$ cat config.mk
export PLATFORM = sky130hd
export DESIGN_NAME = ps2_host_tx
export DESIGN_NICKNAME = d
export VERILOG_FILES = /design/src/rtl/ps2_host_tx.sv
export SDC_FILE = /design/constraint.sdc
export NUM_CORES = 1
export LEC_CHECK = 0
export BUFFER_PORTS_ARGS = -buffer_cell sky130_fd_sc_hd__clkbuf_2
export CORE_AREA = 2 2 108 84
export DETAILED_ROUTE_END_ITERATION = 7
export DIE_AREA = 0 0 110 86
export PLACE_DENSITY = 0.56
export SLEW_MARGIN = 20
export SYNTH_ARGS = -nofsm -noshare
export SYNTH_HDL_FRONTEND = slang
export SYNTH_SLANG_ARGS = --single-unit
$ cat constraint.sdc
create_clock -name clk_chipset -period 4.51 [get_ports clk_chipset]
set_input_delay 0.902 -clock clk_chipset [delete_from_list [all_inputs] [get_ports clk_chipset]]
set_output_delay 0.902 -clock clk_chipset [all_outputs]
set_load 0.005 [all_outputs]
$ cat src/rtl/ps2_host_tx.sv
// ps2_host_tx: PS/2 host-to-device command transmitter.
// Drives open-drain clock/data enables; the device supplies the bit clock.
module ps2_host_tx #(
  parameter int INHIBIT_CYCLES = 6000,
  parameter int REQ_CYCLES     = 250,
  parameter int TIMEOUT_CYCLES = 750000
) (
  input  logic       clk_chipset,
  input  logic       rst_n,
  input  logic [7:0] tx_data,
  input  logic       tx_valid,
  output logic       tx_ready,
  output logic       busy,
  output logic       done,
  output logic       err,
  input  logic       ps2_clk_in,
  input  logic       ps2_data_in,
  output logic       ps2_clk_oe,
  output logic       ps2_data_oe
);

  localparam int PH_MAX =
    (INHIBIT_CYCLES > REQ_CYCLES) ? INHIBIT_CYCLES : REQ_CYCLES;
  localparam int PW = $clog2(PH_MAX + 1);
  localparam int TW = $clog2(TIMEOUT_CYCLES + 1);

  localparam logic [PW-1:0] INH_LAST = PW'(INHIBIT_CYCLES - 1);
  localparam logic [PW-1:0] REQ_LAST = PW'(REQ_CYCLES - 1);
  localparam logic [TW-1:0] TO_LAST  = TW'(TIMEOUT_CYCLES - 1);

  localparam logic [2:0] S_IDLE = 3'd0;
  localparam logic [2:0] S_INH  = 3'd1;
  localparam logic [2:0] S_REQ  = 3'd2;
  localparam logic [2:0] S_SEND = 3'd3;
  localparam logic [2:0] S_ACK  = 3'd4;
  localparam logic [2:0] S_WAIT = 3'd5;

  logic [2:0]    state_q, state_d;
  logic [PW-1:0] pcnt_q, pcnt_d;
  logic [TW-1:0] tcnt_q, tcnt_d;
  logic [3:0]    bcnt_q, bcnt_d;
  logic [7:0]    data_q, data_d;
  logic          par_q, par_d;
  logic          clk_oe_q, clk_oe_d;
  logic          data_oe_q, data_oe_d;
  logic          done_q, done_d;
  logic          err_q, err_d;

  // [1] is the synced level, [2] its previous value for edge detect
  logic [2:0]    ck_sync_q;
  logic [1:0]    dt_sync_q;
  logic          ck_s, dt_s, fe, timing;

  assign ck_s = ck_sync_q[1];
  assign dt_s = dt_sync_q[1];
  assign fe   = ck_sync_q[2] & ~ck_sync_q[1];

  assign timing = (state_q == S_SEND) |
                  (state_q == S_ACK)  |
                  (state_q == S_WAIT);

  always_comb begin
    state_d   = state_q;
    pcnt_d    = pcnt_q;
    tcnt_d    = tcnt_q;
    bcnt_d    = bcnt_q;
    data_d    = data_q;
    par_d     = par_q;
    data_oe_d = data_oe_q;
    done_d    = 1'b0;
    err_d     = 1'b0;
    unique case (state_q)
      S_IDLE: begin
        if (tx_valid) begin
          data_d  = tx_data;
          par_d   = ~^tx_data;
          pcnt_d  = '0;
          tcnt_d  = '0;
          bcnt_d  = '0;
          state_d = S_INH;
        end
      end
      S_INH: begin
        if (pcnt_q == INH_LAST) begin
          pcnt_d    = '0;
          data_oe_d = 1'b1;
          state_d   = S_REQ;
        end else begin
          pcnt_d = pcnt_q + 1'b1;
        end
      end
      S_REQ: begin
        if (pcnt_q == REQ_LAST) begin
          pcnt_d  = '0;
          tcnt_d  = '0;
          state_d = S_SEND;
        end else begin
          pcnt_d = pcnt_q + 1'b1;
        end
      end
      S_SEND: begin
        tcnt_d = tcnt_q + 1'b1;
        if (fe) begin
          bcnt_d = bcnt_q + 1'b1;
          if (bcnt_q < 4'd8) begin
            data_oe_d = ~data_q[bcnt_q[2:0]];
          end else if (bcnt_q == 4'd8) begin
            data_oe_d = ~par_q;
          end else begin
            data_oe_d = 1'b0;
            state_d   = S_ACK;
          end
        end
      end
      S_ACK: begin
        tcnt_d = tcnt_q + 1'b1;
        if (fe) begin
          if (!dt_s) begin
            state_d = S_WAIT;
          end else begin
            err_d   = 1'b1;
            state_d = S_IDLE;
          end
        end
      end
      S_WAIT: begin
        tcnt_d = tcnt_q + 1'b1;
        if (ck_s && dt_s) begin
          done_d  = 1'b1;
          state_d = S_IDLE;
        end
      end
      default: begin
        state_d = S_IDLE;
      end
    endcase

    // a silent or stuck device must not hold the bus forever
    if (timing && (tcnt_q == TO_LAST)) begin
      done_d  = 1'b0;
      err_d   = 1'b1;
      state_d = S_IDLE;
    end

    if ((state_d != S_REQ) && (state_d != S_SEND)) begin
      data_oe_d = 1'b0;
    end
    clk_oe_d = (state_d == S_INH) | (state_d == S_REQ);
  end

  always_ff @(posedge clk_chipset) begin
    if (!rst_n) begin
      state_q   <= S_IDLE;
      pcnt_q    <= '0;
      tcnt_q    <= '0;
      bcnt_q    <= '0;
      data_q    <= '0;
      par_q     <= 1'b0;
      clk_oe_q  <= 1'b0;
      data_oe_q <= 1'b0;
      done_q    <= 1'b0;
      err_q     <= 1'b0;
      ck_sync_q <= '1;
      dt_sync_q <= '1;
    end else begin
      state_q   <= state_d;
      pcnt_q    <= pcnt_d;
      tcnt_q    <= tcnt_d;
      bcnt_q    <= bcnt_d;
      data_q    <= data_d;
      par_q     <= par_d;
      clk_oe_q  <= clk_oe_d;
      data_oe_q <= data_oe_d;
      done_q    <= done_d;
      err_q     <= err_d;
      ck_sync_q <= {ck_sync_q[1:0], ps2_clk_in};
      dt_sync_q <= {dt_sync_q[0], ps2_data_in};
    end
  end

  assign tx_ready    = (state_q == S_IDLE);
  assign busy        = (state_q != S_IDLE);
  assign done        = done_q;
  assign err         = err_q;
  assign ps2_clk_oe  = clk_oe_q;
  assign ps2_data_oe = data_oe_q;

endmodule

==> summary.md, run 1 <==
| Metric | Value |
|---|---|
| Peak VDD IR | `~0.15 mV` |
| Fin area | `around 0.0034 mm²` |
| CTS Root Cell | `clkbuf_8` |
| DIE AREA | `0.009460 mm²` |
| Vias in the first global route | `2453` |
| Slowest CP cell | `dfxtp_1` |
| Worst-Skew Late Latency | `0.34 ns` |
| Static Leak | `approximately 1.2 nW` |
| Final Max Slew Viols | `0` |
| Layout area overhead | `11.15%` |
| Post-synth cell types | `57` |
| Pwr dens | `330.9 mW/mm²` |
| Gpl congestion | `0.8296` |
| Post-synthesis sequential area ratio | `0.3748` |
| Placement Rows | `29` |
| Hold-fix buffers at CTS | `0` |
| Antenna violations before repair | `0` |
| ANT cells | `0` |
| Kind of critical path | `reg2reg` |
| Initial core utilization | `0.3728` |
| Setup Buffers After CTS | `0` |
| Routed length per instance | `~14 µm` |
| Nets | `399` |
| Largest net degree at the start of global routing | `25` |
| Routed vias/inst | `5.443` |
| Max stage delay on crit path | `~0.73 ns` |
| Max Fclk | `between 300 and 400 MHz` |
| CTS resizes | `0` |
| # IOs | `19` |
| CTS tree | `yes` |
| Post-synth EDFFs | `0` |
| Hold WC Path Type | `reg2reg` |
| Placed cell area | `approximately 0.0032 mm²` |
| Synth Net Count | `between 300 and 400` |
| Routed vias | `~2700` |
| Tmin final | `around 2.6 ns` |
| Clk buf depth | `2` |
| Ys async rst share | `0` |
| Final WL | `7150 µm` |
| Fraction of layout cells with a size suffix above 1 | `0.1295` |
| Yosys warns | `0` |
| Worst-path cell chain | `and4bb_1, nand4_2, o2bb2ai_2, o21ai_2, nor2_1` |
| First-pass GRT wire length | `approximately 12000 µm` |
| Max-Cap Viols | `0` |
| TritonCTS sink count | `a little under 60` |
| Total grt overflow | `0` |
| Global-route usage over all layers | `0.1625` |
| Critical path endpoint category | `flip-flop` |
| Post-synthesis register bit count | `58` |
| Die Ht | `roughly 86 µm` |
| DRT antenna net count | `0` |
| Slew HR | `0.4620` |
| Crit path max fanout | `17` |
| Input/output buffers | `18` |
| TritonCTS buffer count | `9` |
| Die width | `about 110 µm` |
| Core region area | `between 0.008 and 0.009 mm²` |
| Critical Path Start Type | `flip-flop` |
| Synthesized area | `0.003098 mm²` |
| Worst Clk Skew | `about 0.011 ns` |
| Final Hold Fails | `0` |
| Pre-antenna DRT Iters | `4` |
| HPWL after detailed placement | `approximately 5000 µm` |
| Synth Area per Inst | `8.350 µm²` |
| Status | `completed` |
| Worst-path clk slew | `~0.060 ns` |
| Final Cycle Share | `0.5716` |
| Unrepaired setup endpoints after global routing | `no` |
| Final setup fails | `0` |
| Final setup TNS | `0 ns` |
| Worst slew pin tran | `0.8061 ns` |
| Ys flop type | `dfxtp_1` |
| Bufs and invs on worst path | `0` |
| DRT iter0 DRCs | `roughly 240` |
| Delay-heaviest family, CP | `compound AO/OA/AOI/OAI gates` |
| Arrival time worst endpoint | `around 2.8 ns` |
| # DRC | `0` |
| Syn Inst Count | `approximately 370` |
| Crit path required time | `roughly 4.7 ns` |
| CTS H-Tree Depth | `3` |
-- logic make-up (layout without fill, tap and decap cells) --
logic type | count (synthesis) | after routing | share of synthesized area
buf+inv | 31 | 46 | 0.04765
mux | 5 | 5 | 0.02423
fa+ha+maj | 5 | 5 | 0.02019
compound gates | 67 | 67 | 0.1603
flops | 58 | 58 | 0.3748
xor+xnor | 24 | 24 | 0.07028
simple gates | 181 | 181 | 0.3025
-- flip-flops by register name (all words and copies together), names as in the netlist, 2 cells and up --
register	count
state_q	3
tcnt_q	20
dt_sync_q	2
pcnt_q	13
ck_sync_q	3
data_q	8
bcnt_q	4
-- metrics by stage --
step                      setup slack (ns)  total power [mW]  cells  hold WS [ns]    util
final                                1.932             1.139    494        0.4089  0.4144
after global routing                 1.703             1.183    494        0.4428  0.4144
after CTS                            1.940             1.153    494        0.4088  0.4133
after detailed placement             1.687            0.6424    478        0.4048  0.3876
after global placement               1.792            0.6405    478        0.4001  0.3876
after floorplan                      2.551            0.6163    371        0.3863       -
-- cell usage in the layout, fill, tap and decap left out, drive strengths merged, types with 4 or more instances in the layout --
cell and count:
dfxtp 58, nand2 54, nor2 34, clkbuf 30
nand3 22, xnor2 21, a21oi 19, nand4 15
nand2b 13, inv 12, nor3 11, a31oi 11
o21ai 8, a211oi 6, a22o 5, ha 5
a2111oi 5, and3 4, and4 4, or3 4
-- final timing paths --
| check | slack, ns | endpoint | startpoint | depth (start not counted) |
|---|---|---|---|---|
| max reg2reg | 1.93 | tcnt_q[13]$_SDFFE_PN0P_ | state_q[1]$_SDFF_PN0_ | 5 |
| min | 0.41 | ck_sync_q[1]$_SDFF_PN1_ | ck_sync_q[0]$_SDFF_PN1_ | 1 |
| min reg2reg | 0.41 | ck_sync_q[1]$_SDFF_PN1_ | ck_sync_q[0]$_SDFF_PN1_ | 1 |
| max | 1.93 | tcnt_q[13]$_SDFFE_PN0P_ | state_q[1]$_SDFF_PN0_ | 5 |
-- final cells by class --
class / count / area [µm²]
Timing Repair Buffer: 18 / 90.09
Tap cell: 108 / 135.1
Inverter: 12 / 45.04
Fill cell: 829 / 4866
Clock inverter: 4 / 48.80
Multi-Input combinational cell: 282 / 1798
Clock buffer: 12 / 165.2
Sequential cell: 58 / 1161
-- per-layer routing --
metal / GRT usage / share of wire / vias up
li1: - / - / 1366
met1: 0.2283 / 0.52 / 1265
met2: 0.2376 / 0.42 / 49
met3: 0.04787 / 0.044 / 9
met4: 0.05178 / 0.013 / 0
met5: 0 / 0 / -
-- power by group --
group | internal, mW | total [mW] | leakage (nW) | switching, mW
registers | 0.524 | 0.534 | 0.470 | 0.0101
logic | 0.0366 | 0.0970 | 0.603 | 0.0603
clock network | 0.299 | 0.509 | 0.112 | 0.209
total | 0.860 | 1.14 | 1.19 | 0.280
-- cells in the mapped netlist (2+ instances only) --
master     count  area (µm²)
a41oi_1        3       26.28
a32o_1         2       20.02
xnor2_1       20       175.2
mux4_2         2       45.04
nand3_1       22       110.1
xor2_1         3       26.28
inv_1         11       41.29
nand3b_1       3       22.52
nand4_1       14       87.58
nor2b_1        2       12.51
o21ai_0        4       20.02
nor4_1         2       12.51
ha_1           5       62.56
buf_6          3       33.78
clkbuf_1       8       30.03
or3_1          4       25.02
and3_1         4       25.02
and2_1         2       12.51
a22o_1         5       43.79
nand2_1       54       202.7
nor3_1        11       55.05
nand2b_1      12       75.07
mux2i_1        3       30.03
or3b_1         2       17.52
and4_1         4       35.03
a2111oi_2      4       60.06
nor2_1        34       127.6
a31oi_1       11       68.82
buf_2          7       35.03
a21oi_1       19       95.09
o21ai_1        3       15.01
dfxtp_1       58        1161
a211oi_1       6       45.04
No activity file was read; power rests on OpenSTA's default activity.
==> run 2, diff against run 1 <==
--- a/config.mk
+++ b/config.mk
@@ -5,11 +5,12 @@
 export SDC_FILE = /design/constraint.sdc
 export NUM_CORES = 1
 export LEC_CHECK = 0
+export ABC_AREA = 1
 export BUFFER_PORTS_ARGS = -buffer_cell sky130_fd_sc_hd__clkbuf_2
-export CORE_AREA = 2 2 108 84
+export CORE_AREA = 2 2 111 86
 export DETAILED_ROUTE_END_ITERATION = 7
-export DIE_AREA = 0 0 110 86
-export PLACE_DENSITY = 0.56
+export DIE_AREA = 0 0 113 88
+export PLACE_DENSITY = 0.58
 export SLEW_MARGIN = 20
 export SYNTH_ARGS = -nofsm -noshare
 export SYNTH_HDL_FRONTEND = slang
==> constraint.sdc (replaced) <==
create_clock -name clk_chipset -period 2.23 [get_ports clk_chipset]
set_input_delay 0.446 -clock clk_chipset [delete_from_list [all_inputs] [get_ports clk_chipset]]
set_output_delay 0.446 -clock clk_chipset [all_outputs]
set_load 0.005 [all_outputs]
==> summary.md, run 2 <==
| Metric | Value |
|---|---|
| Final setup fails | `0` |
| Worst slew pin tran | `0.3838 ns` |
| TritonCTS buffer count | `9` |
| Pre-antenna DRT Iters | `4` |
| Most common cell in the netlist | `nand2_1` |
| Routed vias | `between 3000 and 4000` |
| Core region area | `0.008859 mm²` |
| Largest regs | `tcnt_q: 20 flops, pcnt_q: 13 flops, data_q: 8 flops` |
| Crit path required time | `between 2 and 2.5 ns` |
| Largest net degree at the start of global routing | `22` |
| Commonest non-fill, non-tap cells in the layout | `127 x nand2_1, 66 x nor2_1, 58 x dfxtp_1` |
| Biggest register | `tcnt_q` |
| Static Leak | `1.437 nW` |
| Global-route usage over all layers | `0.1658` |
| Input/output buffers | `18` |
| Unrepaired setup endpoints after global routing | `no` |
| Die width | `around 110 µm` |
| CTS H-Tree Depth | `3` |
| Critical path endpoint category | `flip-flop` |
| Antenna violations before repair | `0` |
| Max Fclk | `a little under 600 MHz` |
| Status | `completed` |
| Final setup TNS | `0 ns` |
| Placed cell area | `about 0.0035 mm²` |
| Post-synthesis sequential area ratio | `0.3522` |
| Worst-Skew Late Latency | `about 0.33 ns` |
| Ys flop type | `dfxtp_1` |
| Vias in the first global route | `around 2800` |
| DRT iter0 DRCs | `roughly 190` |
| # DRC | `0` |
| Hold WC Path Type | `in2reg` |
| Placement Rows | `30` |
| First-pass GRT wire length | `13170 µm` |
| Layout area overhead | `14.50%` |
| Final setup margin | `roughly 0.55 ns` |
| CTS tree | `yes` |
| ANT cells | `0` |
| Total grt overflow | `0` |
| Final Hold Fails | `0` |
| Synthesized area | `0.003297 mm²` |
| Max reg flops | `20` |
| CTS resizes | `0` |
| TritonCTS sink count | `58` |
| Post-synth cell types | `37` |
| Nets | `between 500 and 600` |
| Slew HR | `0.7432` |
| HPWL after detailed placement | `5575 µm` |
| Tmin final | `between 1.5 and 2 ns` |
| Yosys warns | `0` |
| Fraction of layout cells with a size suffix above 1 | `0.1298` |
| Max-Cap Viols | `0` |
| Final Cycle Share | `0.7553` |
| Gpl congestion | `just under 0.9` |
| # IOs | `19` |
| Clk buf depth | `2` |
| Setup Buffers After CTS | `0` |
| Crit path max fanout | `6` |
| Synth Net Count | `between 500 and 600` |
| Worst Clk Skew | `~0.0084 ns` |
| Post-synth top area share | `0.3522` |
| Kind of critical path | `reg2reg` |
| Initial core utilization | `0.3722` |
| Worst-path clk slew | `~0.060 ns` |
| DRT antenna net count | `0` |
| Yosys top cell by area | `dfxtp_1` |
| Pwr dens | `~700 mW/mm²` |
| Synth top area cells | `dfxtp_1 35%, nand2_1 14%, nor2_1 7.5%, nand3_1 7.3%, a21oi_1 6.2%` |
| CTS Root Cell | `clkbuf_16` |
| Die Ht | `88 µm` |
| Final Max Slew Viols | `0` |
| Synth Area per Inst | `around 6.6 µm²` |
| Fin area | `between 0.003 and 0.004 mm²` |
| Peak VDD IR | `0.3924 mV` |
| Routed length per instance | `roughly 12 µm` |
| Post-synthesis register bit count | `58` |
| Critical Path Start Type | `flip-flop` |
| DIE AREA | `between 0.009 and 0.01 mm²` |
| Final WL | `approximately 7500 µm` |
| WHS | `between 0.2 and 0.3 ns` |
| Syn Inst Count | `between 400 and 500` |
| Final Total Pwr | `approximately 2.7 mW` |
| Commonest non-fill, non-tap cell in the layout | `nand2_1` |
| Ys async rst share | `0` |
| Pre-CTS setup slack | `0.5465 ns` |
| Routed vias/inst | `between 4 and 5` |
| Post-synth top cells | `127 x nand2_1, 66 x nor2_1, 58 x dfxtp_1, 49 x inv_1, 48 x nand3_1` |
| Post-synth EDFFs | `0` |
| Arrival time worst endpoint | `about 1.9 ns` |
| Hold-fix buffers at CTS | `0` |
-- run 2: cell types whose count changed after synthesis, sizes merged, moves of 8 or more --
cell	before	now
a21oi	19	41
a31oi	11	0
inv	12	53
nand2	54	133
nand2b	13	2
nand3	22	49
nor2	34	70
o21ai	8	22
or2	1	9
xnor2	21	4
-- run 2: layer usage --
| metal | share of wire | global-route usage | wire length (µm) |
|---|---|---|---|
| met5 | 0 | 0 | 0 |
| met4 | 0.0056 | 0.04989 | 42 |
| met3 | 0.042 | 0.04775 | 312 |
| met2 | 0.41 | 0.2428 | 3085 |
| met1 | 0.54 | 0.2368 | 4029 |
-- run 2: worst paths after layout --
path                                                 to  slack [ns]  cells after the start                    start
worst max-delay path              ps2_clk_oe$_SDFF_PN0_        0.55                      8   tcnt_q[0]$_SDFFE_PN0P_
worst min-delay path            ck_sync_q[0]$_SDFF_PN1_        0.30                      2               ps2_clk_in
worst max register to register    ps2_clk_oe$_SDFF_PN0_        0.55                      8   tcnt_q[0]$_SDFFE_PN0P_
worst min register to register  ck_sync_q[1]$_SDFF_PN1_        0.41                      1  ck_sync_q[0]$_SDFF_PN1_
-- run 2: through the flow --
stage | utilization | instances
5_1_grt | 0.4261 | 636
4_1_cts | 0.4261 | 636
3_3_place_gp | 0.3918 | 620
6_report | 0.4261 | 636
3_5_place_dp | 0.3918 | 620
2_1_floorplan | - | 499
-- run 2: worst max-delay path, stage by stage, from the launching register on --
cell,delay [ns]
dfxtp_1,0.41
ha_1,0.29
nand3_1,0.13
nor2_1,0.15
nand4_1,0.23
nand2_1,0.18
inv_1,0.05
nand2_1,0.05
a21oi_1,0.05
-- run 2: area by class of cell --
class	count	area [µm²]
fillers	955	5084
flip-flops and latches	58	1161
well taps	112	140.1
clock buffers	9	225.2
multi-input cells	375	1842
clock inverters	7	78.83
inverters	54	215.2
repair buffers	21	112.6
-- run 2: logic make-up (layout without fill, tap and decap cells) --
group                    count (synthesis)  after routing  synth area share
buffers and inverters                   66             91           0.08918
AND/OR/NAND/NOR                        289            289            0.3996
AO/OA/AOI/OAI                           74             74            0.1214
XOR/XNOR                                 7              7           0.01860
adder cells (fa/ha/maj)                  5              5           0.01898
flip-flops                              58             58            0.3522
-- run 2: power by group --
group	switching, mW	internal, mW
Combinational	0.119	0.0633
Clock	0.525	0.871
Sequential	0.0141	1.06
Total	0.658	2.00
==> run 3, diff against run 2 <==
--- a/config.mk
+++ b/config.mk
@@ -10,7 +10,7 @@
 export CORE_AREA = 2 2 111 86
 export DETAILED_ROUTE_END_ITERATION = 7
 export DIE_AREA = 0 0 113 88
-export PLACE_DENSITY = 0.58
+export PLACE_DENSITY = 0.56
 export SLEW_MARGIN = 20
 export SYNTH_ARGS = -nofsm -noshare
 export SYNTH_HDL_FRONTEND = slang
==> constraint.sdc (replaced) <==
create_clock -name clk_chipset -period 1.75 [get_ports clk_chipset]
set_input_delay 0.35 -clock clk_chipset [delete_from_list [all_inputs] [get_ports clk_chipset]]
set_output_delay 0.35 -clock clk_chipset [all_outputs]
set_load 0.005 [all_outputs]
==> summary.md, run 3 (synthesized netlist as in run 2, its figures left out) <==
| Metric | Value |
|---|---|
| Status | `completed` |
| Routed vias/inst | `approximately 5` |
| Die Ht | `between 80 and 90 µm` |
| Clk buf depth | `2` |
| Max Fclk | `about 620 MHz` |
| Antenna violations before repair | `0` |
| Crit path required time | `around 2 ns` |
| Final Max Slew Viols | `0` |
| Sequential power share | `0.423` |
| Kind of critical path | `reg2reg` |
| Largest regs | `tcnt_q: 20 flops, pcnt_q: 13 flops, data_q: 8 flops` |
| DRT antenna net count | `0` |
| Peak VDD IR | `between 0.6 and 0.7 mV` |
| Static Leak | `approximately 1.5 nW` |
| Max-Cap Viols | `0` |
| P_int | `about 2.4 mW` |
| Sw Ratio | `0.2584` |
| ANT cells | `0` |
| Worst Clk Skew | `just under 0.007 ns` |
| Final setup fails | `0` |
| Combinational Power Share | `0.075` |
| Total grt overflow | `0` |
| Final WL | `approximately 8000 µm` |
| Routed vias | `3133` |
| Biggest register | `tcnt_q` |
| Vias in the first global route | `2982` |
| Worst-path clk slew | `approximately 0.06 ns` |
| Die width | `roughly 110 µm` |
| Arrival time worst endpoint | `around 1.8 ns` |
| Final Cycle Share | `0.9204` |
| Final Total Pwr | `roughly 3.2 mW` |
| NetSw | `about 0.84 mW` |
| Slowest CP cell | `dfxtp_2` |
| Worst slew pin tran | `0.3717 ns` |
| Gpl congestion | `approximately 0.94` |
| Delay-heaviest family, CP | `simple AND/OR/NAND/NOR gates` |
| Layout area overhead | `16.28%` |
| Fillers | `about 930` |
| Setup Buffers After CTS | `0` |
| Commonest non-fill, non-tap cell in the layout | `nand2_1` |
| Critical path endpoint category | `flip-flop` |
| DIE AREA | `between 0.009 and 0.01 mm²` |
| Worst-Skew Late Latency | `around 0.33 ns` |
| Pre-antenna DRT Iters | `4` |
| DRT iter0 DRCs | `136` |
| Global-route usage over all layers | `0.1730` |
| Slew HR | `0.7503` |
| Final Hold Fails | `0` |
| Worst-path cell chain | `ha_1, nand3_1, inv_1, nand3_1, nor3_1, xor2_1, nor2_1` |
| Critical Path Start Type | `flip-flop` |
| Core region area | `between 0.008 and 0.009 mm²` |
| Input/output buffers | `18` |
| Hold-fix buffers at CTS | `0` |
| First-pass GRT wire length | `about 14000 µm` |
| CTS H-Tree Depth | `3` |
| Routed length per instance | `about 12 µm` |
| Tmin final | `roughly 1.6 ns` |
| Initial core utilization | `0.3722` |
| Nets | `545` |
| Crit path max fanout | `5` |
| Placed Cells incl. Taps | `around 630` |
| TritonCTS buffer count | `9` |
| Max reg flops | `20` |
| CTS resizes | `0` |
| Largest net degree at the start of global routing | `33` |
| Post-Layout Cell Count | `approximately 640` |
| CTS tree | `yes` |
| Hold WC Path Type | `in2reg` |
| Clock share of power | `0.502` |
| Fraction of layout cells with a size suffix above 1 | `0.1466` |
| TritonCTS sink count | `58` |
| # DRC | `0` |
| Commonest non-fill, non-tap cells in the layout | `126 x nand2_1, 66 x nor2_1, 57 x dfxtp_1` |
| Cell mode on critical path | `nand3_1` |
| Placement Rows | `30` |
| HPWL after detailed placement | `about 5800 µm` |
| CTS Root Cell | `clkbuf_16` |
| # IOs | `19` |
| Max stage delay on crit path | `around 0.36 ns` |
| Bufs and invs on worst path | `1` |
| Pwr dens | `844.2 mW/mm²` |
run 3: power by group through the flow:
stage / combinational (mW) / sequential [mW] / clock [mW]
6_report: 0.244 / 1.37 / 1.62
5_1_grt: 0.280 / 1.37 / 1.73
4_1_cts: 0.243 / 1.37 / 1.67
3_5_place_dp: 0.242 / 1.40 / 0
3_3_place_gp: 0.239 / 1.40 / 0
2_1_floorplan: 0.185 / 1.39 / 0
run 3: through the flow:
stage	area, µm²	hold WS (ns)	util	worst slack [ns]	TNS [ns]
3_5_place_dp	3543	0.4008	0.4000	0.06623	0
4_1_cts	3825	0.1852	0.4318	0.04480	0
5_1_grt	3834	0.1937	0.4328	-0.01932	-0.01932
6_report	3834	0.2035	0.4328	0.1393	0
3_3_place_gp	3543	0.3940	0.4000	0.1607	0
2_1_floorplan	3297	0.3925	-	0.3041	0
run 3: layout make-up:
class	count	area, µm²	area share
Multi-Input combinational cell	375	1849	0.4824
Sequential cell	58	1162	0.3032
Timing Repair Buffer	29	185.2	0.04830
Inverter	54	215.2	0.05614
Clock buffer	9	225.2	0.05875
Tap cell	112	140.1	0.03655
Clock inverter	7	56.30	0.01469
run 3: routing by layer:
layer,up-vias,wire [µm],share of wire,GRT usage
met1,1410,4191,0.54,0.2352
met2,37,3312,0.42,0.2629
met5,-,0,0,0
met3,8,222,0.028,0.05052
met4,0,93,0.012,0.06208
li1,1678,-,-,-
run 3: path summary, 6_finish.rpt:
kind	startpoint	end	slack, ns	cells past startpoint
worst max-delay path	pcnt_q[0]$_SDFFE_PN0P_	pcnt_q[12]$_SDFFE_PN0P_	0.14	7
worst max register to register	pcnt_q[0]$_SDFFE_PN0P_	pcnt_q[12]$_SDFFE_PN0P_	0.14	7
worst min register to register	dt_sync_q[0]$_SDFF_PN1_	dt_sync_q[1]$_SDFF_PN1_	0.41	1
worst min-delay path	ps2_clk_in	ck_sync_q[0]$_SDFF_PN1_	0.20	2
